$ cat src/rtl/relay_pkg.sv
// relay_pkg: shared encodings and default data-path constants for the
// relay gain-ranging blocks (gain_range_detector and its helpers).
package relay_pkg;

  // Default ADC data-path shape: 12-bit offset-binary, midscale 2048.
  localparam int SAMPLE_W_DEF = 12;
  localparam int MID_DEF      = 2048;

  // Detector states; the numeric codes are visible on state_dbg.
  typedef enum logic [1:0] {
    ST_SETTLE  = 2'd0,
    ST_ACQUIRE = 2'd1,
    ST_DECIDE  = 2'd2
  } state_e;

endpackage

$ cat src/rtl/gain_range_detector_if.sv
// gain_range_detector_if: sample stream in, gain-step requests and debug
// state out. The master side is the sample source / relay counter, the
// slave side is the detector.
interface gain_range_detector_if
  import relay_pkg::*;
#(
  parameter int SAMPLE_W = SAMPLE_W_DEF
);

  logic                sample_valid;
  logic [SAMPLE_W-1:0] sample;
  logic                hold;
  logic                to_high;
  logic                to_low;
  logic                step_en;
  logic [1:0]          state_dbg;

  modport master (
    output sample_valid, sample, hold,
    input  to_high, to_low, step_en, state_dbg
  );

  modport slave (
    input  sample_valid, sample, hold,
    output to_high, to_low, step_en, state_dbg
  );

endinterface

$ cat src/rtl/gain_range_detector_peak_abs_tracker.sv
// peak_abs_tracker: magnitude of an offset-binary sample about midscale and
// a running peak register. clear wins over set_max, which wins over update.
module peak_abs_tracker
  import relay_pkg::*;
#(
  parameter int SAMPLE_W = SAMPLE_W_DEF,
  parameter int MID      = MID_DEF
) (
  input  logic                clock,
  input  logic                reset,
  input  logic                clear,
  input  logic                update,
  input  logic                set_max,
  input  logic [SAMPLE_W-1:0] sample,
  output logic [SAMPLE_W-1:0] peak
);

  localparam logic signed [SAMPLE_W:0] MID_S = (SAMPLE_W+1)'(MID);

  logic signed [SAMPLE_W:0] diff_s;
  logic        [SAMPLE_W:0] abs_s;
  logic [SAMPLE_W-1:0]      mag_s;
  logic [SAMPLE_W-1:0]      peak_r;

  // Signed distance from midscale one bit wider than the sample, then
  // absolute value truncated back to sample width (fits when MID is 2^(W-1)).
  always_comb begin
    diff_s = $signed({1'b0, sample}) - MID_S;
    if (diff_s[SAMPLE_W]) begin
      abs_s = $unsigned(-diff_s);
    end else begin
      abs_s = $unsigned(diff_s);
    end
    mag_s = abs_s[SAMPLE_W-1:0];
  end

  // Peak register: cleared between windows, forced full-scale on a clip,
  // otherwise keeps the largest magnitude seen.
  always_ff @(posedge clock or negedge reset) begin
    if (!reset) begin
      peak_r <= {SAMPLE_W{1'b0}};
    end else if (clear) begin
      peak_r <= {SAMPLE_W{1'b0}};
    end else if (set_max) begin
      peak_r <= {SAMPLE_W{1'b1}};
    end else if (update && (mag_s > peak_r)) begin
      peak_r <= mag_s;
    end else begin
      peak_r <= peak_r;
    end
  end

  assign peak = peak_r;

endmodule

$ cat src/rtl/gain_range_detector.sv
// gain_range_detector: measures peak |sample - MID| over a window of accepted
// samples and requests a gain step (to_high: reduce gain, to_low: raise
// gain), then blanks decisions for a settle period after each step.
// Optional build macro GAIN_RANGE_FAST_CLIP_EN: a full-scale sample (all
// zeros or all ones) during acquisition ends the window at once with a
// forced full-scale peak.
module gain_range_detector
  import relay_pkg::*;
#(
  parameter int SAMPLE_W  = SAMPLE_W_DEF,
  parameter int MID       = MID_DEF,
  parameter int WINDOW    = 256,
  parameter int SETTLE    = 64,
  parameter int HI_THRESH = 1800,
  parameter int LO_THRESH = 400
) (
  input logic             clock,
  input logic             reset,
  gain_range_detector_if.slave bus
);

  localparam int CNT_MAX = (WINDOW > SETTLE) ? WINDOW : SETTLE;
  localparam int CNT_W   = (CNT_MAX > 2) ? $clog2(CNT_MAX) : 1;

  localparam logic [CNT_W-1:0]    WIN_LAST = CNT_W'(WINDOW - 1);
  localparam logic [CNT_W-1:0]    SET_LAST = CNT_W'(SETTLE - 1);
  localparam logic [CNT_W-1:0]    CNT_ONE  = CNT_W'(1);
  localparam logic [SAMPLE_W-1:0] HI_T     = SAMPLE_W'(HI_THRESH);
  localparam logic [SAMPLE_W-1:0] LO_T     = SAMPLE_W'(LO_THRESH);

  state_e              state_r;
  state_e              state_nxt_s;
  logic [CNT_W-1:0]    cnt_r;
  logic [CNT_W-1:0]    cnt_nxt_s;
  logic                to_high_r;
  logic                to_low_r;
  logic                step_en_r;
  logic                to_high_nxt_s;
  logic                to_low_nxt_s;
  logic                peak_clr_s;
  logic                peak_upd_s;
  logic                peak_max_s;
  logic                accept_s;
  logic                clip_s;
  logic [SAMPLE_W-1:0] peak_s;

  assign accept_s = bus.sample_valid & ~bus.hold;

`ifdef GAIN_RANGE_FAST_CLIP_EN
  assign clip_s = (bus.sample == {SAMPLE_W{1'b0}}) || (bus.sample == {SAMPLE_W{1'b1}});
`else
  assign clip_s = 1'b0;
`endif

  peak_abs_tracker #(
    .SAMPLE_W (SAMPLE_W),
    .MID      (MID)
  ) u_peak (
    .clock   (clock),
    .reset   (reset),
    .clear   (peak_clr_s),
    .update  (peak_upd_s),
    .set_max (peak_max_s),
    .sample  (bus.sample),
    .peak    (peak_s)
  );

  // Next state, counter and peak control; decides the step request in DECIDE.
  always_comb begin
    state_nxt_s   = state_r;
    cnt_nxt_s     = cnt_r;
    peak_clr_s    = 1'b0;
    peak_upd_s    = 1'b0;
    peak_max_s    = 1'b0;
    to_high_nxt_s = 1'b0;
    to_low_nxt_s  = 1'b0;
    case (state_r)
      ST_SETTLE: begin
        if (accept_s) begin
          if (cnt_r == SET_LAST) begin
            cnt_nxt_s   = {CNT_W{1'b0}};
            peak_clr_s  = 1'b1;
            state_nxt_s = ST_ACQUIRE;
          end else begin
            cnt_nxt_s = cnt_r + CNT_ONE;
          end
        end else begin
          cnt_nxt_s = cnt_r;
        end
      end
      ST_ACQUIRE: begin
        if (accept_s) begin
          if (clip_s) begin
            peak_max_s  = 1'b1;
            cnt_nxt_s   = {CNT_W{1'b0}};
            state_nxt_s = ST_DECIDE;
          end else begin
            peak_upd_s = 1'b1;
            if (cnt_r == WIN_LAST) begin
              cnt_nxt_s   = {CNT_W{1'b0}};
              state_nxt_s = ST_DECIDE;
            end else begin
              cnt_nxt_s = cnt_r + CNT_ONE;
            end
          end
        end else begin
          cnt_nxt_s = cnt_r;
        end
      end
      ST_DECIDE: begin
        // Single cycle: any sample offered here is dropped.
        cnt_nxt_s = {CNT_W{1'b0}};
        if (bus.hold) begin
          peak_clr_s  = 1'b1;
          state_nxt_s = ST_ACQUIRE;
        end else if (peak_s >= HI_T) begin
          to_high_nxt_s = 1'b1;
          state_nxt_s   = ST_SETTLE;
        end else if (peak_s < LO_T) begin
          to_low_nxt_s = 1'b1;
          state_nxt_s  = ST_SETTLE;
        end else begin
          // In range: no step, so no settle is needed.
          peak_clr_s  = 1'b1;
          state_nxt_s = ST_ACQUIRE;
        end
      end
      default: begin
        cnt_nxt_s   = {CNT_W{1'b0}};
        peak_clr_s  = 1'b1;
        state_nxt_s = ST_SETTLE;
      end
    endcase
  end

  // State, counter and one-cycle request pulse registers.
  always_ff @(posedge clock or negedge reset) begin
    if (!reset) begin
      state_r   <= ST_SETTLE;
      cnt_r     <= {CNT_W{1'b0}};
      to_high_r <= 1'b0;
      to_low_r  <= 1'b0;
      step_en_r <= 1'b0;
    end else begin
      state_r   <= state_nxt_s;
      cnt_r     <= cnt_nxt_s;
      to_high_r <= to_high_nxt_s;
      to_low_r  <= to_low_nxt_s;
      step_en_r <= to_high_nxt_s | to_low_nxt_s;
    end
  end

  assign bus.to_high   = to_high_r;
  assign bus.to_low    = to_low_r;
  assign bus.step_en   = step_en_r;
  assign bus.state_dbg = state_r;

endmodule
$ cat src/flat_wrapper.sv
// flat-port wrapper written by rule: the top's interface ports become plain ports
module gain_range_detector_flat import relay_pkg::*;
#(
  parameter int SAMPLE_W  = SAMPLE_W_DEF,
  parameter int MID       = MID_DEF,
  parameter int WINDOW    = 256,
  parameter int SETTLE    = 64,
  parameter int HI_THRESH = 1800,
  parameter int LO_THRESH = 400
)
  (clock, reset, bus_sample_valid, bus_sample, bus_hold, bus_to_high, bus_to_low, bus_step_en, bus_state_dbg);
  gain_range_detector_if #(.SAMPLE_W(SAMPLE_W)) bus_i ();
  input logic clock;
  input logic reset;
  input wire logic [$bits(bus_i.sample_valid)-1:0] bus_sample_valid;
  input wire logic [$bits(bus_i.sample)-1:0] bus_sample;
  input wire logic [$bits(bus_i.hold)-1:0] bus_hold;
  output wire logic [$bits(bus_i.to_high)-1:0] bus_to_high;
  output wire logic [$bits(bus_i.to_low)-1:0] bus_to_low;
  output wire logic [$bits(bus_i.step_en)-1:0] bus_step_en;
  output wire logic [$bits(bus_i.state_dbg)-1:0] bus_state_dbg;
  assign bus_i.sample_valid = bus_sample_valid;
  assign bus_i.sample = bus_sample;
  assign bus_i.hold = bus_hold;
  assign bus_to_high = bus_i.to_high;
  assign bus_to_low = bus_i.to_low;
  assign bus_step_en = bus_i.step_en;
  assign bus_state_dbg = bus_i.state_dbg;
  gain_range_detector #(.SAMPLE_W(SAMPLE_W), .MID(MID), .WINDOW(WINDOW), .SETTLE(SETTLE), .HI_THRESH(HI_THRESH), .LO_THRESH(LO_THRESH)) u_core (.clock(clock), .reset(reset), .bus(bus_i));
endmodule
$ cat config.mk
export PLATFORM = sky130hd
export DESIGN_NAME = gain_range_detector_flat
export DESIGN_NICKNAME = d
export VERILOG_FILES = /design/src/rtl/relay_pkg.sv /design/src/rtl/gain_range_detector_if.sv /design/src/rtl/gain_range_detector_peak_abs_tracker.sv /design/src/rtl/gain_range_detector.sv /design/src/flat_wrapper.sv
export SDC_FILE = /design/constraint.sdc
export NUM_CORES = 1
export LEC_CHECK = 0
export CORE_MARGIN = 4
export CORE_UTILIZATION = 51
export CTS_CLUSTER_DIAMETER = 60
export CTS_CLUSTER_SIZE = 8
export DETAILED_ROUTE_END_ITERATION = 8
export MAX_ROUTING_LAYER = met4
export PLACE_DENSITY = 0.76
export RECOVER_POWER = 25
export SYNTH_ARGS = -nofsm -noshare
export SYNTH_HDL_FRONTEND = slang
export SYNTH_HIERARCHICAL = 1
export SYNTH_SLANG_ARGS = --single-unit
$ cat constraint.sdc
create_clock -name clock -period 2.2 [get_ports clock]
set_clock_uncertainty 0.2 [all_clocks]
set_input_delay 0.44 -clock clock [delete_from_list [all_inputs] [get_ports clock]]
set_output_delay 0.44 -clock clock [all_outputs]
set_load 0.03 [all_outputs]
======== After elaboration in Yosys (flattened, before gate mapping) ========
Index checks and enable logic that the tools add are counted.
storage, ports and cells
  word-level logic and storage cells ...... 59
  output and inout bits ................... 5
  register bits after elaboration ......... 25
  bits of input ports ..................... 16
operators by class
  bitwise logic cells ..................... 3
  mux-type cells .......................... 31
  add/sub/neg operators ................... 3
  order comparisons ....................... 3
  reductions and logical operators ........ 5
  equal/unequal tests ..................... 8
operators by type and width
  operator                  count
  $mux W12                  3
  $mux W8                   4
  $pmux W8 S2               1
  $mux W1                   15
  $sub A12 B12 Y13 const B  1
  $ge A12 B11 Y1 const B    1
  $gt A12 B12 Y1            1
  $lt A12 B9 Y1 const B     1
  $mux W2                   6
  $neg A12 Y12              1
  $add A8 B1 Y8 const B     1
  $eq A8 B6 Y1 const B      1
  $eq A8 B8 Y1 const B      1
  $ne A2 B1 Y1 const B      4
  $pmux W2 S3               1
  $reduce_and A4 Y1         1
  $pmux W1 S3               1
  $eq A2 B1 Y1 const B      1
  $eq A2 B2 Y1 const B      1
  $logic_not A2 Y1          1
  $reduce_and A2 Y1         1
  $reduce_bool A2 Y1        1
  $and A1 B1 Y1             1
  $logic_and A1 B1 Y1       1
  2 further kinds           2

======== Depth between registers and ports, before layout ========
Gate-level depths: netlist of the first run.
  depth in word-level cells ............... 7
  mapped depth ............................ 12
  gate-level depth less buffers ........... 11

======== Modules after synthesis ========
Netlist of the first run, hierarchy kept.
modules (own cells, without submodules)
  module               cells an instance  area an instance (um^2)  times used  seq. area each (um^2)
  peak_abs_tracker     119                1173.6                   1           300.3
  gain_range_detector  82                 720.7                    1           325.3

======== Worst setup path after synthesis of the first run ========
Ideal clock, no wire load.
  path type ............................... input-to-reg
  from .................................... input port bus_sample[6]
  to ...................................... register u_core.u_peak.peak_r[10], in the netlist u_core/u_peak/peak[10]
  stages on the path ...................... 10
  path buffers ............................ 1
  setup slack ............................. -0.591 ns
  data arrival time ....................... 2.491 ns
  cells stage by stage .................... nor4_4 -> nand3_1 -> nor4_2 -> ha_1 -> a21oi_2 -> o21ai_2 -> a2111oi_4 -> buf_6 -> a2111oi_1 -> a311oi_1
on the way
  cells in the longest elaborated chain, start to end .. 6
  elaborated cells between the ends (all ways) .. 8
ends and longest elaborated chain
  what                          RTL line                                    source
  from (decl)                   flat_wrapper.sv:16                          input wire logic [$bits(bus_i.sample)-1:0] bus_sample;
  $sub A12 B12 Y13 *            gain_range_detector_peak_abs_tracker.sv:28  diff_s = $signed({1'b0, sample}) - MID_S;
  $neg A12 Y12                  gain_range_detector_peak_abs_tracker.sv:30  abs_s = $unsigned(-diff_s);
  $mux W12 *                    gain_range_detector_peak_abs_tracker.sv:29  if (diff_s[SAMPLE_W]) begin
  $gt A12 B12 Y1                gain_range_detector_peak_abs_tracker.sv:46  end else if (update && (mag_s > peak_r)) begin
  $logic_and A1 B1 Y1           gain_range_detector_peak_abs_tracker.sv:46
  $reduce_bool A2 Y1 (no line)  --
  to (signal assigned)          gain_range_detector_peak_abs_tracker.sv:45  peak_r <= {SAMPLE_W{1'b1}};
  to (signal assigned)          gain_range_detector_peak_abs_tracker.sv:47  peak_r <= mag_s;
  to (signal assigned)          gain_range_detector_peak_abs_tracker.sv:49  peak_r <= peak_r;
  to (decl)                     gain_range_detector_peak_abs_tracker.sv:23  logic [SAMPLE_W-1:0] peak_r;
Every way passes the cells marked *; elsewhere a longest branch is shown, timed or not. The select of a mux whose other input is x is not followed.
A chain may end at the register's enable or synchronous reset.

======== Worst setup path after layout of the first run ========
  from .................................... input port bus_sample[5]
  to ...................................... register u_core.u_peak.peak_r[8], in the netlist u_core/u_peak/peak[8]
Same word-level chain as after synthesis.

==> out/qor.txt, run 1 <==
Switching share of total power: 36.2%
Final TNS setup: -11.56 ns
Vias/cell: 7.14
Total GRT Usage: 35.4%
Grt ovf: 0
Gate power share: 31.9%
Dominant synthesized flop cell: dfrtp_1
Final #Nets: 315
R2R setup slack: -0.39 ns
Starting Density: 54.6%
Worst path required time: 2.19 ns
Core Box Area: 3470 um^2
Clock Tree Buf Depth: 2
Cts bufs inserted: 3
Net Switching: 0.000450 W
Final setup fails: 13
Pwr/cell area: 394 nW/um^2
# fillers: 126
Pin count of the biggest net entering global routing: 26
DRT Wirelength: 8870 um
Met3 WL: 991 um
Leak pwr: 1.27 nW
Die ar.: 4750 um^2
Port-buffer cells: 20
Critical Path Start Type: input port
Clk_lat worst skew: 0.28 ns
Met2 Routed Length: 4110 um
Fin util: 90.9%
Row cnt: 21
Vias in the first global route: 2280
Maximum fanout along the worst path: 4
ANT nets after route: 0
DP HPWL: 3940 um
CP top delay family: compound AO/OA/AOI/OAI gates
Area growth from synthesis to layout: 66.4%
Part of the cycle the worst path needs: 147%
Slowest CP cell: a2111oi_4
Share of layout cells above drive strength 1: 46.8%
Cell Chain, Critical Path: buf_8 > nor4_4 > buf_4 > a31oi_4 > xor2_2 > ha_1 > a21oi_2 > o21ai_2 > a2111oi_4 > buf_4 > buf_6 > a2111oi_4 > a311oi_2
Antenna violations before repair: 0
VDD IR max: 0.517 mV
Synth Register Bits: 25
Status: finished with violations
Worst path arrival time: 3.21 ns
CP bufs+invs: 4
Clock Power Share: 23.1%
Worst Max-Slew Pin Slew: 0.651 ns
Die Wd: 68.9 um
Post-synthesis cell type count: 48
Slew HR: 56.6%
Final hold violations: 0
Routed len/inst: 26.9 um
Max layer used: met4
Cell Int Power: 0.000792 W
Unrepaired setup endpoints after global routing: true
Slack of the critical path: -1.02 ns
Setup CP Type: in2reg
Post-synth EDFFs: 0
GP Congestion: 0.851
H-tree depth: 1
Dpl cells: 305
Syn Area/Cell: 9.42 um^2
CTS root buffer: clkbuf_8
Seq pwr share: 45.0%
Num ports: 21
Pre-Repair DR Iteration Count: 9
N_diodes: 0
Clk slew on worst S/H paths: 0.11 ns
Async set or reset register ratio after synthesis: 100%
CP max stage delay: 0.39 ns
Total of max-cap violations: 0
Failing checks: DRC, setup timing
Mapped Cells: 201
Critical Path Sink Type: flip-flop
Non-filler cells, final: 330
Drc violations: 1
DR vias: 2355
Sink Count: 25
Worst hold-check path type: reg2reg
Slew Viols, Final: 0
First-pass GRT wire length: 11800 um
DRT iter0 DRCs: 409
CTS tree: yes
F_max: 310 MHz
Syn. warnings: 6
Met1 wire length: 3070 um
Sequential share of the synthesized area: 33.0%
Crit path time final: 3.22 ns
Cell Area, Synth: 1890 um^2
Die height: 68.9 um
-- synthesized netlist by cell type, types with 4 or more instances --
master,n,area (um^2)
o211ai_1,4,30.0
nor2_1,15,56.3
nand2_1,11,41.3
a2111oi_1,7,70.1
ha_1,14,175
a21oi_1,16,80.1
dfrtp_1,25,626
clkbuf_1,6,22.5
nand4_1,5,31.3
xor2_1,11,96.3
inv_1,15,56.3
a311oi_1,11,96.3
nor3_1,4,20.0
nand3_1,5,25.0
nor4_1,4,25.0
-- layout make-up --
cell class	instances	area (um^2)	share of cell area, %
clock buffers	3	41.3	1.31
clock inverters	1	7.51	0.238
inverters	15	56.3	1.79
multi-input cells	154	1600	50.7
flip-flops and latches	25	626	19.8
well taps	46	57.6	1.83
repair buffers	86	766	24.3
-- power groups by stage --
| stage | sequential, W | clock, W | combinational [W] |
|---|---|---|---|
| finish | 0.000559 | 0.000287 | 0.000396 |
| CTS | 0.000549 | 0.000285 | 0.000328 |
| global route | 0.000566 | 0.000310 | 0.000417 |
| floorplan | 0.000546 | 0 | 0.000153 |
| global placement | 0.000555 | 0 | 0.000267 |
| detailed placement | 0.000559 | 0 | 0.000281 |
-- what timing repair did --
item,in CTS,in global routing
gates cloned,3,0
endpoints found under the hold margin,0,0
setup buffers,12,6
pin swaps,35,28
endpoints found under the setup margin,12,13
resized for setup,96,29
hold buffers,0,0
-- layout by cell type (no fill, tap or decap), types with 3 or more instances in the layout --
| cell | instances |
|---|---|
| o211ai_1 | 4 |
| a2111oi_4 | 12 |
| nand3_1 | 4 |
| dlygate4sd2_1 | 4 |
| nor2_1 | 14 |
| clkbuf_8 | 3 |
| xor2_1 | 8 |
| nand2_1 | 10 |
| xor2_2 | 3 |
| nor4_1 | 4 |
| buf_4 | 50 |
| ha_1 | 10 |
| conb_1 | 5 |
| clkdlybuf4s50_1 | 7 |
| nand4_1 | 5 |
| buf_6 | 12 |
| nor3_1 | 4 |
| a21oi_2 | 3 |
| ha_4 | 3 |
| buf_8 | 3 |
| a311oi_2 | 10 |
| dfrtp_1 | 25 |
| buf_2 | 3 |
| inv_1 | 13 |
| a21oi_1 | 14 |
| nor3b_2 | 3 |
-- path summary, 6_finish.rpt --
path / start / endpoint / cells after the start
worst max-delay path: bus_sample[5] / u_core/u_peak/peak[8] / 13
worst min-delay path: u_core/cnt_r[0] / u_core/cnt_r[0] / 2
worst max register to register: u_core/u_peak/peak[9] / u_core/u_peak/peak[8] / 9
worst min register to register: u_core/cnt_r[0] / u_core/cnt_r[0] / 2
max in group asynchronous: reset / u_core/cnt_r[1] / 2
min in group asynchronous: reset / u_core/u_peak/peak[6] / 2
-- kinds of logic (layout without fill, tap and decap cells) --
group | Yosys count | after routing | share of synthesized area, %
fa+ha+maj | 14 | 14 | 9.25
compound gates | 61 | 61 | 26.8
flops | 25 | 25 | 33.0
buf+inv | 26 | 105 | 6.60
mux | 1 | 1 | 0.594
xor+xnor | 11 | 11 | 5.09
simple gates | 62 | 62 | 18.5
other cells | 1 | 5 | 0.198
-- metrics by stage --
step	cell area, um^2	total power [W]	setup slack (ns)	hold WS (ns)
after floorplan	1910	0.000699	-0.591	-0.0556
after global placement	2450	0.000822	-1.29	0.334
after detailed placement	2450	0.000840	-1.53	0.344
after CTS	2960	0.00116	-0.724	0.327
after global routing	3150	0.00129	-1.17	0.433
final	3150	0.00124	-1.02	0.404
-- registers in the layout, indices dropped and copies added, names as in the netlist --
name	cells
u_core/u_peak/peak	12
u_core/bus.to_high	1
u_core/bus.step_en	1
u_core/bus.to_low	1
u_core/bus.state_dbg	2
u_core/cnt_r	8
-- metal layers --
layer | global-route usage (%) | vias up
li1 | - | 932
met2 | 57.5 | 229
met5 | - | -
met4 | 22.9 | 0
met1 | 38.0 | 1106
met3 | 9.24 | 88
-- worst register-to-register path: cells and delay by family (launching register included) --
kind | cells | cell delay [ns]
adder cells (fa/ha/maj) | 1 | 0.34
flip-flops | 1 | 0.39
buffers and inverters | 3 | 0.46
AO/OA/AOI/OAI | 5 | 1.12
(Power assumes the default switching activity.)
==> run 2: changes to the inputs <==
--- a/config.mk
+++ b/config.mk
@@ -17,3 +17,4 @@
 export SYNTH_HDL_FRONTEND = slang
 export SYNTH_HIERARCHICAL = 1
 export SYNTH_SLANG_ARGS = --single-unit
+export TNS_END_PERCENT = 30
==> run 2 against run 1 <==
The flow finishes with violations (setup timing). First-iteration DRC count is 32% lower. Routed wire length is 11% lower. Global-route usage is 6.5 points lower. Sequential cell count stayed put. Die area stayed put. Critical path depth stayed put. Critical path type unchanged.
==> out/qor.txt, run 2 (synthesis results as in run 1) <==
Status: finished with violations
Failing checks: setup timing
Final hold violations: 0
Area growth from synthesis to layout: 53.7%
Core Box Area: 3470 um^2
Port-buffer cells: 20
Vias in the first global route: 2124
Pin count of the biggest net entering global routing: 26
GP Congestion: 0.863
Vias/cell: 6.70
Crit path time final: 3.14 ns
Slowest CP cell: o211ai_1
F_max: 318 MHz
DRT iter0 DRCs: 279
Part of the cycle the worst path needs: 143%
Critical Path Start Type: input port
Hold_ws: 0.383 ns
Grt ovf: 0
N_diodes: 0
Drc violations: 0
Worst path arrival time: 3.11 ns
Cts bufs inserted: 3
Worst hold-check path type: reg2reg
Die Wd: 68.9 um
CTS Hold Bufs: 0
Antenna violations before repair: 0
Most frequent cells in the layout: 52 x buf_4, 25 x dfrtp_1, 15 x inv_1, 14 x a21oi_1, 13 x nor2_1
Most common cell after layout, fill and taps aside: buf_4
Final setup fails: 12
ANT nets after route: 0
Fin util: 83.9%
Slack of the critical path: -0.942 ns
H-tree depth: 1
CTS root buffer: clkbuf_8
Worst path required time: 2.17 ns
Clk slew on worst S/H paths: 0.09 ns
Num ports: 21
Total GRT Usage: 28.8%
Clock Tree Buf Depth: 2
Max FFs per register: 12
Clk_lat worst skew: 0.28 ns
Maximum fanout along the worst path: 5
Sink Count: 25
Die ar.: 4750 um^2
Pre-Repair DR Iteration Count: 7
DR vias: 2183
First-pass GRT wire length: 9740 um
Total power: 0.00119 W
Starting Density: 54.6%
Critical Path Sink Type: flip-flop
CTS tree: yes
VDD IR max: 0.552 mV
Pwr/cell area: 410 nW/um^2
DP HPWL: 4000 um
Crit path top cell by count: buf_6
Unrepaired setup endpoints after global routing: true
Worst Max-Slew Pin Slew: 0.646 ns
Die height: 68.9 um
R2R setup slack: -0.38 ns
DRT Wirelength: 7910 um
CP max stage delay: 0.33 ns
Final #Nets: 311
Slew HR: 56.9%
Share of layout cells above drive strength 1: 41.8%
Setup CP Type: in2reg
Cell Chain, Critical Path: clkbuf_2 > buf_6 > nor3_4 > buf_4 > a31oi_4 > xor2_2 > ha_4 > a21oi_2 > o211ai_1 > o311ai_4 > a21o_4 > buf_6 > a311oi_1
Row cnt: 21
Total of max-cap violations: 0
Leak pwr: 1.21 nW
Slew Viols, Final: 0
Routed len/inst: 24.2 um
## run 2: cell types whose count changed in the layout (fill, tap and decap cells not counted), sizes merged
cell           delta
clkinvlp          -1
clkbuf            +5
clkdlybuf4s50     +1
clkdlybuf4s15     -2
buf               -5
dlygate4sd2       -2
## run 2: through the flow
stage / worst slack, ns / std cells / cell area [um^2] / TNS [ns]
2_1_floorplan: -0.591 / 205 / 1910 / -6.84
3_3_place_gp: -1.32 / 304 / 2430 / -14.94
3_5_place_dp: -1.44 / 304 / 2430 / -16.49
4_1_cts: -0.684 / 320 / 2730 / -7.97
5_1_grt: -1.04 / 326 / 2910 / -11.90
6_report: -0.942 / 326 / 2910 / -10.99
## run 2: worst paths after layout
check                                   startpoint                 endpoint  cells past startpoint
setup / recovery                     bus_sample[1]    u_core/u_peak/peak[4]                     13
hold / removal             u_core/bus.state_dbg[1]  u_core/bus.state_dbg[1]                      2
setup reg to reg            u_core/u_peak/peak[11]    u_core/u_peak/peak[4]                      8
hold reg to reg            u_core/bus.state_dbg[1]  u_core/bus.state_dbg[1]                      2
max in group asynchronous                    reset    u_core/u_peak/peak[0]                      2
min in group asynchronous                    reset    u_core/u_peak/peak[3]                      2
## run 2: worst max-delay path: cells and delay by family
family                   cells  cell delay, ns
adder cells (fa/ha/maj)      1            0.31
XOR/XNOR                     1            0.22
buffers and inverters        4            0.55
AND/OR/NAND/NOR              1            0.32
AO/OA/AOI/OAI                6            1.29
## run 2: report_power, final
group	internal [W]	leakage [nW]	total [W]	switching [W]
sequential	0.000497	0.264	0.000555	0.0000585
combinational	0.000158	0.921	0.000366	0.000208
clock	0.000130	0.0228	0.000272	0.000142
total	0.000784	1.21	0.00119	0.000409
## run 2: cell type report
class	count	area, um^2
clock buffer	4	45.0
timing repair buffer	82	673
fill	173	557
sequential	25	626
tap	46	57.6
multi-input combinational	154	1450
inverter	15	56.3
## run 2: timing repair
item	4_1_cts	5_1_grt
resized for setup	60	31
cloned	0	1
buffers inserted	12	5
pin swaps	21	15
setup endpoints to repair	12	12
## run 2: metal layers
metal | vias up | part of all wire (%) | track usage, %
met1 | 1040 | 34 | 28.8
met4 | 0 | 5.8 | 14.1
met2 | 171 | 51 | 53.9
met5 | - | 0 | -
li1 | 920 | - | -
met3 | 52 | 8.9 | 4.54
==> RTL change 1 (settings of run 2) <==
Compare `cnt_r` against `SET_LAST` with >= in place of ==.
--- a/src/rtl/gain_range_detector.sv
+++ b/src/rtl/gain_range_detector.sv
@@ -77,7 +77,7 @@
     case (state_r)
       ST_SETTLE: begin
         if (accept_s) begin
-          if (cnt_r == SET_LAST) begin
+          if (cnt_r >= SET_LAST) begin
             cnt_nxt_s   = {CNT_W{1'b0}};
             peak_clr_s  = 1'b1;
             state_nxt_s = ST_ACQUIRE;
Check against the original RTL: no difference found for any inputs over 10 cycles, from zero or initial values and one cycle with reset low; that may be too few to reach the edited logic, so the function may still have changed.
==> RTL change 1 against run 2 <==
  * The run still ends with setup timing left
  * Critical endpoint is now u_core/u_peak/peak[3]$_DFFE_PN0P_
  * Synthesized area increased by 1.3%
  * Largest power group is now combinational cells
  * Fmax increased by 6.3%
  * Total power increased by 35%
  * Combinational power increased by 98%
  * Design area increased by 8.2%
  * Sequential cell count unchanged
  * Worst setup slack improved by 190 ps
  * Wire length decreased by 19%
==> RTL change 1: results (changes against run 2) <==
| Metric | Value |
|---|---|
| Pin count of the biggest net entering global routing | 26 (unchanged) |
| # setup viols final | 12 (unchanged) |
| Filler Cell Count | 190 (+9.8%) |
| Placed cells | 313 (+3.0%) |
| Final WL | 6.37 mm (-19%) |
| Hold path depth | 1 (-1) |
| Leak | 1.28 nW (+5.6%) |
| Failing checks | setup timing |
| Max VDD drop | 0.333 mV (-40%) |
| Post-synth cell types | 52 (+8.3%) |
| Total track usage | 23.0% (-5.8 points) |
| Pre-antenna DRT Iters | 4 (-3) |
| Status | finished with violations |
| Fin cells | 335 (+2.8%) |
| Worst hold path type | register to register |
| Cts bufs inserted | 3 (unchanged) |
| Clock transition at path regs | 80 ps |
| Layout cell share with drive strength beyond 1 | 46.3% (+4.6 points) |
| Clock root buffer | clkbuf_8 |
| Worst-margin pin slew | 617 ps (-28.7 ps) |
| Synth warnings | 6 (unchanged) |
| Final Worst Setup Slack | -757 ps (+185 ps) |
| Clock tree buffer depth | 2 (unchanged) |
| Worst slack, placed | -1480 ps (-42.4 ps) |
| H-tree depth | 1 (unchanged) |
| Critical R2R Launch | u_core/u_peak/peak[5]$_DFFE_PN0P_ |
| Global-route wire length before repair | 8.84 mm (-9.2%) |
| Arr. time, crit path | 2930 ps (-180 ps) |
| R2R Path End | u_core/u_peak/peak[3]$_DFFE_PN0P_ |
| Port buffer count | 20 (unchanged) |
| Post-DP HPWL | 3.40 mm (-15%) |
| CP Max Fanout | 7 (+2) |
| Synth area leaders | dfrtp_1, ha_1, a311oi_1 |
| Starting DRT DRC Count | 146 (-48%) |
| Final nets | 318 (+2.3%) |
| Worst skew pair latency | around 270 ps |
| Syn Inst Count | 201 (unchanged) |
| Ys async rst share | 100% (unchanged) |
| Cell depth of the worst flop-to-flop path | 8 (unchanged) |
| Register area share after synthesis | 32.6% (-0.43 points) |
| Largest register FFs | 12 (unchanged) |
| N_diodes | 0 (unchanged) |
| Antenna violations before repair | 0 (unchanged) |
| R2R Setup Slk | -200 ps (+180 ps) |
| Hold Path Sink | u_core/cnt_r[6]$_DFFE_PN0P_ |
| Final Wtd Congestion | 0.837 (-3.1%) |
| Vias in the first global route | 1972 (-7.2%) |
| Via density | 6.07 (-9.4%) |
| Worst Min Path Start | u_core/cnt_r[6]$_DFFE_PN0P_ |
| Most frequent cells after synthesis | dfrtp_1, nor2_1, inv_1, a21oi_1, ha_1 |
[RTL change 1: changes by cell type after synthesis, moves of 2 or more]
cell / change
nand3_1: -2
clkbuf_1: -2
o31ai_1: +2
nand3b_1: -2
xor2_1: -2
nor4_1: -3
or3_1: +3
nor2b_1: +3
o211ai_1: -2
nand2_1: +2
a21oi_1: -2
nor3_1: -3
a21o_1: +5
[RTL change 1: cell families after synthesis]
group	after synthesis	synth area share, %
compound gates	64	28.1
xor+xnor	9	4.11
flops	25	32.6
fa+ha+maj	14	9.13
buf+inv	24	6.13
mux	2	1.11
other cells	1	0.195
simple gates	62	18.6
[RTL change 1: area by class of cell]
cell class	instances	area [um^2]	area share, %
tap	48	60.1	1.91
sequential	25	626	19.9
inverter	15	58.8	1.87
multi-input combinational	156	1620	51.4
clock buffer	4	45.0	1.43
timing repair buffer	87	741	23.5
[RTL change 1: worst max-delay path by stage]
stage                             start                                 end  cells past startpoint
after CTS                 bus_sample[0]   u_core/u_peak/peak[3]$_DFFE_PN0P_                     12
after global routing      bus_sample[3]   u_core/u_peak/peak[9]$_DFFE_PN0P_                     12
after detailed placement  bus_sample[1]   u_core/u_peak/peak[3]$_DFFE_PN0P_                     13
final                     bus_sample[0]   u_core/u_peak/peak[3]$_DFFE_PN0P_                     13
after global placement    bus_sample[1]   u_core/u_peak/peak[4]$_DFFE_PN0P_                     13
after floorplan           bus_sample[6]  u_core/u_peak/peak[10]$_DFFE_PN0P_                     10
[RTL change 1: metal layers]
metal	global-route usage, %	share of wire, %
met5	-	0
met4	9.98	5.0
met3	2.03	4.8
met2	41.5	51
met1	25.7	39
[RTL change 1: metrics by stage]
stage / TNS, ps / instance area, um^2 / hold WS [ps] / utilization [%]
2_1_floorplan: -6840 / 1930 / -55.6 / -
3_3_place_gp: -15010 / 2530 / 322 / 69.0
3_5_place_dp: -16150 / 2530 / 332 / 69.0
4_1_cts: -6720 / 2930 / 338 / 79.9
5_1_grt: -9910 / 3150 / 372 / 86.0
6_report: -8790 / 3150 / 341 / 86.0
[RTL change 1: critical path: stages]
cell	delay, ps
buf_6	100
buf_6	110
nor3_4	190
buf_4	160
a21oi_1	70
xor2_1	240
ha_1	320
a21oi_1	180
nor2_1	110
a2111oi_4	430
buf_6	260
a2111oi_4	100
a311oi_2	220
[RTL change 1: power by group]
part | leakage [nW] | internal [mW] | switching (mW)
logic | 0.988 | 0.339 | 0.384
clock network | 0.0228 | 0.130 | 0.141
registers | 0.265 | 0.532 | 0.0866
[RTL change 1: what timing repair did]
item,4_1_cts,5_1_grt
pin swaps,38,25
setup buffers,13,5
endpoints found under the setup margin,12,12
resized for setup,73,38
hold buffers,0,0
==> RTL change 2 (flow settings as in run 2) <==
Made on the original files. The option `GAIN_RANGE_FAST_CLIP_EN` is turned on by a define.
--- a/src/rtl/gain_range_detector.sv
+++ b/src/rtl/gain_range_detector.sv
@@ -4,6 +4,8 @@
 // Optional build macro GAIN_RANGE_FAST_CLIP_EN: a full-scale sample (all
 // zeros or all ones) during acquisition ends the window at once with a
 // forced full-scale peak.
+`define GAIN_RANGE_FAST_CLIP_EN
+
 module gain_range_detector
   import relay_pkg::*;
 #(
Check against the original RTL: same outputs for any inputs over 10 cycles, from zero or initial values and one cycle with reset low; that may be too few to reach the edited logic, so the function may still have changed.
==> RTL change 2 against run 2 <==
  * The flow still finishes with violations (setup timing)
  * Die area rose by 2.6%
  * Count of clock-buffer cells in the layout unchanged
  * Register-to-register slack better by 200 ps
  * Design area grew 7.4%
  * Worst setup slack better by 19 ps
  * Synthesized area increased by 2.9%
  * Wire length fell by 3.2%
  * Sequential cell count stayed put
Power is not compared: it rests on default switching activity, and its combinational part moved more than twofold at a synthesized area within 25%.
==> RTL change 2: results (changes against run 2) <==
| Metric | Value |
|---|---|
| Failing checks | setup timing |
| # setup viols final | 14 (+2) |
| Filler Cell Count | 167 (-3.5%) |
| Met3 usage | 7.10% (+2.6 points) |
| R2R Path End | u_core/u_peak/peak[3]$_DFFE_PN0P_ |
| Vias in the first global route | 2261 (+6.5%) |
| Placed Area | 2520 um^2 (+3.9%) |
| Most frequent cells after synthesis | dfrtp_1, nor2_1, inv_1, ha_1, a311oi_1 |
| Starting DRT DRC Count | 190 (-32%) |
| Global-route wire length before repair | 10.9 mm (+12%) |
| GR Util met1 | 30.9% (+2.1 points) |
| Final Wtd Congestion | 0.822 (-4.8%) |
| Critical-path top delay cell | a2111oi_4 |
| Cell depth of the worst flop-to-flop path | 8 (unchanged) |
| Metal2 WL | 3.75 mm (-7.3%) |
| Register area share after synthesis | 32.1% (-0.93 points) |
| Final Worst Setup Slack | -923 ps (+19.3 ps) |
| Critical R2R Launch | u_core/u_peak/peak[9]$_DFFE_PN0P_ |
| Final WL | 7.65 mm (-3.2%) |
| Post-synth cell types | 51 (+6.3%) |
| Hold Slack | 344 ps (-39.2 ps) |
| Slew HR | 11.8% (-45 points) |
| Met1 WL | 2.87 mm (+6.3%) |
| Hold path depth | 1 (-1) |
| Post-DP HPWL | 3.79 mm (-5.1%) |
| Layout cell share with drive strength beyond 1 | 48.8% (+7.0 points) |
| Crit path largest cell delay | 410 ps (+80 ps) |
| Arr. time, crit path | 3050 ps (-60 ps) |
| Met3 WL | 606 um (-14%) |
| R2R Setup Slk | -180 ps (+200 ps) |
| Total track usage | 28.7% (-0.12 points) |
| Worst Min Path Start | u_core/cnt_r[1]$_DFFE_PN0P_ |
| Largest register FFs | 12 (unchanged) |
| Mean Syn Cell Area | 9.70 um^2 (+2.9%) |
| Hold Path Sink | u_core/cnt_r[1]$_DFFE_PN0P_ |
| Worst slack, placed | -1390 ps (+52.1 ps) |
| Status | finished with violations |
| CP Max Fanout | 8 (+3) |
| Via density | 6.82 (+1.8%) |
RTL change 2: cell count changes after synthesis, moves of 3 or more:
cell and delta:
a21oi_1 -9, nor2_1 +8, a22o_1 +3, nand3_1 -3, or3_1 +3
RTL change 2: worst max path at each step:
stage | slack (ps) | depth (start not counted) | endpoint | start
6_report | -920 | 13 | u_core/u_peak/peak[7]$_DFFE_PN0P_ | bus_sample[5]
5_1_grt | -940 | 12 | u_core/u_peak/peak[7]$_DFFE_PN0P_ | bus_sample[5]
4_1_cts | -660 | 12 | u_core/u_peak/peak[7]$_DFFE_PN0P_ | bus_sample[3]
3_5_place_dp | -1390 | 13 | u_core/u_peak/peak[7]$_DFFE_PN0P_ | bus_sample[1]
3_3_place_gp | -1370 | 11 | u_core/u_peak/peak[11]$_DFFE_PN0P_ | bus_sample[2]
2_1_floorplan | -590 | 10 | u_core/u_peak/peak[5]$_DFFE_PN0P_ | bus_sample[6]
RTL change 2: cell families after synthesis:
group,share of synthesized area (%)
flops,32.1
compound gates,28.0
buf+inv,6.03
mux,1.16
fa+ha+maj,8.99
xor+xnor,5.39
simple gates,18.3
RTL change 2: worst max-delay path, delay by kind of cell:
kind	cells	cell delay [ps]
AO/OA/AOI/OAI	6	1080
adder cells (fa/ha/maj)	1	240
buffers and inverters	4	610
AND/OR/NAND/NOR	1	380
XOR/XNOR	1	300
RTL change 2: timing repair:
item / in CTS / in global routing
pin swaps: 39 / 8
gates cloned: 1 / 0
buffers inserted: 10 / 8
setup endpoints to repair: 21 / 22
resized for setup: 86 / 22
RTL change 2: layout make-up:
class	instances	area [um^2]	area share (%)
Timing Repair Buffer	89	731	23.4
Clock buffer	4	45.0	1.44
Tap cell	48	60.1	1.92
Inverter	15	56.3	1.80
Sequential cell	25	626	20.0
Multi-Input combinational cell	152	1610	51.5
